## config.mk

```make
export PLATFORM = sky130hd
export DESIGN_NAME = sdram_arbiter
export DESIGN_NICKNAME = d
export VERILOG_FILES = /design/src/rtl/sdram_arbiter.sv
export SDC_FILE = /design/constraint.sdc
export NUM_CORES = 1
export LEC_CHECK = 0
export CORE_MARGIN = 5
export CORE_UTILIZATION = 37
export DETAILED_ROUTE_END_ITERATION = 12
export PLACE_DENSITY = 0.69
export SYNTH_ARGS = -nofsm -noshare
export SYNTH_HDL_FRONTEND = slang
export SYNTH_SLANG_ARGS = --single-unit
export TNS_END_PERCENT = 1
```

## constraint.sdc

```tcl
create_clock -name clk -period 2.93 [get_ports clk]
set_clock_uncertainty 0.2 [all_clocks]
set_input_delay 0.879 -clock clk [delete_from_list [all_inputs] [get_ports clk]]
set_output_delay 0.879 -clock clk [all_outputs]
set_load 0.005 [all_outputs]
```

## src/rtl/sdram_arbiter.sv

```systemverilog
// sdram_arbiter: refresh / video / CPU access arbiter for the SDRAM controller.
// Each access is one slot: IDLE grant, SLOT_LEN-1 cycles of cs high, one GAP cycle.
module sdram_arbiter #(
    parameter int REFRESH_INTERVAL = 250,
    parameter int SLOT_LEN         = 8,
    parameter int READ_SAMPLE      = 6
) (
    input  logic        clk,
    input  logic        reset_n,
    input  logic        ram_ready,
    output logic        ram_cs,
    output logic        ram_we,
    output logic        ram_refresh,
    output logic [21:0] ram_addr,
    output logic [15:0] ram_din,
    output logic [1:0]  ram_ds,
    input  logic [15:0] ram_dout,
    input  logic        vid_req,
    input  logic [21:0] vid_addr,
    output logic        vid_ack,
    output logic [15:0] vid_dout,
    input  logic        cpu_req,
    input  logic        cpu_we,
    input  logic [21:0] cpu_addr,
    input  logic [15:0] cpu_din,
    input  logic [1:0]  cpu_ds,
    output logic        cpu_ack,
    output logic [15:0] cpu_dout,
    output logic        refresh_overrun
);

    localparam int TW = (REFRESH_INTERVAL > 1) ? $clog2(REFRESH_INTERVAL) : 1;
    localparam int CW = $clog2(SLOT_LEN);

    typedef enum logic [1:0] {
        IDLE,
        SLOT,
        GAP
    } state_t;

    typedef enum logic [1:0] {
        OWN_REF,
        OWN_VID,
        OWN_CPU
    } owner_t;

    state_t        state_q, state_d;
    owner_t        owner_q, owner_d;
    logic [CW-1:0] cnt_q, cnt_d;
    logic [TW-1:0] timer_q, timer_d;
    logic [2:0]    pend_q, pend_d;
    logic          ovr_q, ovr_d;
    logic          we_q, we_d;
    logic          ref_q, ref_d;
    logic [21:0]   addr_q, addr_d;
    logic [15:0]   din_q, din_d;
    logic [1:0]    ds_q, ds_d;
    logic [15:0]   vdout_q, vdout_d;
    logic [15:0]   cdout_q, cdout_d;

    logic sample;
    logic wrap;
    logic grant_ref;
    logic grant_vid;
    logic grant_cpu;

    assign sample  = (state_q == SLOT) && (cnt_q == CW'(READ_SAMPLE));
    assign vid_ack = sample && (owner_q == OWN_VID);
    assign cpu_ack = sample && (owner_q == OWN_CPU);
    assign wrap    = (timer_q == TW'(REFRESH_INTERVAL - 1));

    // Fixed priority: owed refreshes first, then video, then CPU.
    always_comb begin
        grant_ref = 1'b0;
        grant_vid = 1'b0;
        grant_cpu = 1'b0;
        if (ram_ready && (state_q == IDLE)) begin
            if (pend_q != 3'd0) begin
                grant_ref = 1'b1;
            end else if (vid_req && !vid_ack) begin
                grant_vid = 1'b1;
            end else if (cpu_req && !cpu_ack) begin
                grant_cpu = 1'b1;
            end
        end
    end

    always_comb begin
        state_d = state_q;
        owner_d = owner_q;
        cnt_d   = cnt_q;
        timer_d = wrap ? '0 : timer_q + 1'b1;
        pend_d  = pend_q;
        ovr_d   = ovr_q;
        we_d    = we_q;
        ref_d   = ref_q;
        addr_d  = addr_q;
        din_d   = din_q;
        ds_d    = ds_q;
        vdout_d = vdout_q;
        cdout_d = cdout_q;

        unique case (state_q)
            IDLE: begin
                if (grant_ref || grant_vid || grant_cpu) begin
                    state_d = SLOT;
                    cnt_d   = '0;
                end
            end
            SLOT: begin
                if (cnt_q == CW'(SLOT_LEN - 2)) begin
                    state_d = GAP;
                end else begin
                    cnt_d = cnt_q + 1'b1;
                end
            end
            GAP: begin
                state_d = IDLE;
                cnt_d   = '0;
            end
            default: begin
                state_d = IDLE;
                cnt_d   = '0;
            end
        endcase

        if (grant_ref) begin
            owner_d = OWN_REF;
            we_d    = 1'b0;
            ref_d   = 1'b1;
        end
        if (grant_vid) begin
            owner_d = OWN_VID;
            we_d    = 1'b0;
            ref_d   = 1'b0;
            addr_d  = vid_addr;
            ds_d    = 2'b00;
        end
        if (grant_cpu) begin
            owner_d = OWN_CPU;
            we_d    = cpu_we;
            ref_d   = 1'b0;
            addr_d  = cpu_addr;
            din_d   = cpu_din;
            ds_d    = cpu_ds;
        end

        // A wrap and a refresh grant in the same cycle cancel out.
        if (wrap && !grant_ref) begin
            if (pend_q != 3'd7) begin
                pend_d = pend_q + 3'd1;
            end
        end else if (!wrap && grant_ref) begin
            pend_d = pend_q - 3'd1;
        end

        if (vid_ack) begin
            vdout_d = ram_dout;
        end
        if (cpu_ack && !we_q) begin
            cdout_d = ram_dout;
        end

        if (!ram_ready) begin
            state_d = IDLE;
            owner_d = OWN_REF;
            cnt_d   = '0;
            timer_d = '0;
            pend_d  = 3'd0;
            we_d    = 1'b0;
            ref_d   = 1'b0;
            addr_d  = '0;
            din_d   = '0;
            ds_d    = 2'b11;
            vdout_d = '0;
            cdout_d = '0;
        end

        if (pend_d == 3'd7) begin
            ovr_d = 1'b1;
        end
    end

    always_ff @(posedge clk or negedge reset_n) begin
        if (!reset_n) begin
            state_q <= IDLE;
            owner_q <= OWN_REF;
            cnt_q   <= '0;
            timer_q <= '0;
            pend_q  <= 3'd0;
            ovr_q   <= 1'b0;
            we_q    <= 1'b0;
            ref_q   <= 1'b0;
            addr_q  <= '0;
            din_q   <= '0;
            ds_q    <= 2'b11;
            vdout_q <= '0;
            cdout_q <= '0;
        end else begin
            state_q <= state_d;
            owner_q <= owner_d;
            cnt_q   <= cnt_d;
            timer_q <= timer_d;
            pend_q  <= pend_d;
            ovr_q   <= ovr_d;
            we_q    <= we_d;
            ref_q   <= ref_d;
            addr_q  <= addr_d;
            din_q   <= din_d;
            ds_q    <= ds_d;
            vdout_q <= vdout_d;
            cdout_q <= cdout_d;
        end
    end

    // Read data reaches the client in the sample cycle itself, then is held.
    assign ram_cs          = (state_q == SLOT);
    assign ram_we          = we_q;
    assign ram_refresh     = ref_q;
    assign ram_addr        = addr_q;
    assign ram_din         = din_q;
    assign ram_ds          = ds_q;
    assign vid_dout        = vid_ack ? ram_dout : vdout_q;
    assign cpu_dout        = (cpu_ack && !we_q) ? ram_dout : cdout_q;
    assign refresh_overrun = ovr_q;

endmodule

```

==> impl_metrics.py <==
metrics = {
    "clock_network": {
        "hold_buffers": 0,
        "cts_buffers": 9,
        "cts_htree_levels": 3,
        "cts_tree": "built",
        "clk_latency_ns": 0.34,
        "clk_pin_slew_worst_paths_ns": 0.06,
        "cts_max_path_buffers": 2,
        "root_buffer": "clkbuf_16",
        "numClockSinks": 93,
    },
    "setup_path": {
        "crit_family": "simple AND/OR/NAND/NOR gates",
        "r2r_setup_slack_ns": 0.41,
        "critical_path_class": "flop to output pin",
        "cp_num_cells": 8,
        "cp_max_fo": 8,
        "cp-end-kind": "output pin",
        "cp_slowest_cell": "dfrtp_1",
        "crit_arrival_ns": 2.12,
        "timing.rr.start": "cnt_q[0]",
        "path_buf_inv": 3,
        "critPathLaunchType": "flop",
        "r2r_cells": 10,
        "crit_path_max_incr_delay_ns": 0.37,
        "rr_endpoint": "ram_addr[7]",
        "cp_cell_sequence": "inv_1, ha_2, nand4b_4, nor3b_2, and2b_2, clkbuf_16, mux2_4, buf_6",
        "required_ns": 1.85,
    },
    "cells_and_area": {
        "final_area_um2": 6870,
        "post-route-util_pct": 59.7,
        "areaGrowthSynthToFinish_pct": 57.0,
        "drive_above_1_share_pct": 21.4,
        "multiInputGateArea_um2": 2040,
        "seq_area_um2": 2330,
        "nFillCells": 961,
        "nets": 655,
        "n_antenna_cell": 0,
    },
    "floorplanning": {
        "die_width_um": 119,
        "num_rows": 39,
        "io_pins": 162,
        "dieArea_um2": 14100,
        "initial_core_util_pct": 38.0,
        "core_um2": 11500,
        "die_height_um": 119,
    },
    "power": {
        "switching_share_pct": 28.1,
        "comb_power_share_pct": 30.8,
        "p_clk_share_pct": 30.2,
        "p_sw_uw": 1170,
        "power.total_uw": 4160,
        "internal_power_uw": 2990,
        "p_leak_uw": 0.00330,
        "peakVddDrop_uv": 328,
        "pwr-share-seq_pct": 39.0,
        "power_density_nw_per_um2": 605,
    },
    "timing": {
        "period_needed_ns": 3.20,
        "slew_headroom_pct": 62.8,
        "worst_slew_pin_slew_ns": 0.554,
        "setup_slack_ns": -0.268,
        "hold_violations": 0,
        "setup_viol": 32,
        "fmax_mhz": 313,
        "min_period_over_period_pct": 109,
        "rsz0062_at_grt": "yes",
        "drv_slew": 0,
    },
    "min_path": {
        "min_path_cells": 1,
        "hold_start": "refresh_overrun",
        "hp-class": "flop to flop",
        "hold_end": "refresh_overrun",
    },
    "global_route": {
        "antenna_found_initial": 0,
        "grt_pass1_wl_um": 20100,
        "grt_max_degree": 46,
        "grt-ovfl-total": 0,
        "grt_pass1_vias": 3867,
        "grt_util_all_layers_pct": 17.6,
    },
    "drt": {
        "ant_nets": 0,
        "vias": 3545,
        "drtPass1Iterations": 4,
        "vias_per_cell": 4.98,
        "wl_per_cell_um": 17.1,
        "routed_wl_um": 12200,
        "drc": 0,
        "first_iter_violations": 189,
    },
    "synthesis": {
        "synth_seq_area_share_pct": 53.2,
        "ys_seq_elements": 93,
        "synth_warnings": 0,
        "synth_area_um2": 4380,
        "yosysTopAreaCellShare_pct": 52.0,
        "avgSynthCellArea_um2": 11.4,
        "postSynthCellCount": 383,
        "synth_top_area_cell": "dfrtp_1",
        "ys_top_cells_by_area": "dfrtp_1, mux2i_1, mux2_2",
        "synth_cell_types": 47,
        "synth_nets": 474,
    },
    "place": {
        "gp_congestion": 0.762,
        "post-dp-hpwl_um": 8480,
        "io_buffers": 161,
        "detailed_place.area_um2": 6260,
    },
    "run_status": {
        "violations": "setup timing",
        "status": "finished, violations left",
    },
    "job": {
        "maxCapViolCount": 0,
    },
}
## how the worst max path moves through the flow
stage,startpoint,end
floorplan,cnt_q[0],cpu_dout[12]
global placement,cnt_q[0],cpu_dout[7]
detailed placement,cnt_q[0],cpu_dout[11]
CTS,cnt_q[0],vid_dout[6]
global route,cnt_q[0],vid_dout[13]
finish,cnt_q[0],cpu_dout[7]
## what timing repair did
item                                    CTS  global route
endpoints found under the setup margin   34            33
resized for setup                       207             1
buffers inserted                          6             1
gates cloned                              3             0
pin swaps                                 2             2
## final cells by class
cell class,count,area share (%)
sequential,93,33.9
multi-input combinational,263,29.7
timing repair buffer,190,28.8
clock buffer,13,3.64
tap,143,2.60
clock inverter,3,1.00
inverter,7,0.382
## kinds of logic after synthesis
logic type      count (synthesis)  synth area share (%)
simple gates                  126                  14.9
flops                          93                  53.2
mux                            76                  18.3
compound gates                 50                  7.38
buf+inv                        27                  3.43
fa+ha+maj                       7                  2.00
xor+xnor                        4                 0.801
## synthesized netlist by cell type (all sizes together)
master and count:
a31o 2, xnor2 2, nand4 1, a21oi 24
nor4b 1, o211ai 1, and2 35, nor3b 3
o211a 1, and2b 1, nor2b 2, nand2 60
or2 1, a32o 3, mux2i 44, nand3 5
nand2b 1, a311oi 1, buf 10, a221o 3
o31ai 1, a221oi 1, o22ai 1, mux2 32
nor2 9, nor3 2, o31a 1, nand4b 2
a22oi 1, ha 7, o21ai 8, xor2 2
o32ai 1, inv 7, a211oi 1, dfstp 2
or3 3, dfrtp 91, clkbuf 10
## placed cells by master, fill, tap and decap left out, types with 10 or more instances in the layout
cell and n:
clkdlybuf4s50_1 125, dfrtp_1 91, nand2_1 60, mux2i_1 44
and2_1 35, buf_6 35, mux2_4 32, a21oi_1 24
buf_4 20, clkbuf_16 10
## power by group through the flow
| stage | Combinational [uW] | Clock (uW) | Sequential [uW] |
|---|---|---|---|
| after CTS | 1300 | 1290 | 1620 |
| after floorplan | 604 | 0 | 1640 |
| after global routing | 1400 | 1350 | 1650 |
| after global placement | 1260 | 0 | 1630 |
| final | 1280 | 1250 | 1620 |
| after detailed placement | 1290 | 0 | 1630 |
## layer usage
metal,up-vias,track usage (%),share of wire [%],routed length [um]
met3,18,5.06,6.3,766
met1,1716,21.8,44,5310
met4,0,5.58,1.8,215
met2,133,29.6,48,5890
li1,1678,-,-,-
met5,-,0,0,0
## worst register-to-register path, stage by stage (launching register included)
cell	delay, ns
dfrtp_1	0.37
inv_1	0.06
ha_2	0.20
nand4b_4	0.12
buf_6	0.14
buf_4	0.13
o31a_1	0.32
or2_2	0.35
buf_12	0.19
mux2i_1	0.22
mux2i_1	0.10
## flip-flops by register name, summed over array words and instances (netlist names), 2 cells and up
name / count
pend_q: 3
timer_q: 8
cnt_q: 3
cdout_q: 16
owner_q: 2
ram_addr: 22
state_q: 2
ram_ds: 2
vdout_q: 16
ram_din: 16
## per-stage QoR
step	instances	TNS (ns)	worst slack (ns)	hold slack [ns]
finish	712	-7.67	-0.268	0.274
CTS	712	-9.36	-0.347	0.285
global route	712	-10.80	-0.359	0.320
global placement	687	-7.30	-0.247	0.263
detailed placement	687	-9.04	-0.367	0.272
floorplan	383	0	0.00824	0.266
Note: power is estimated with default switching activity, not from simulation.
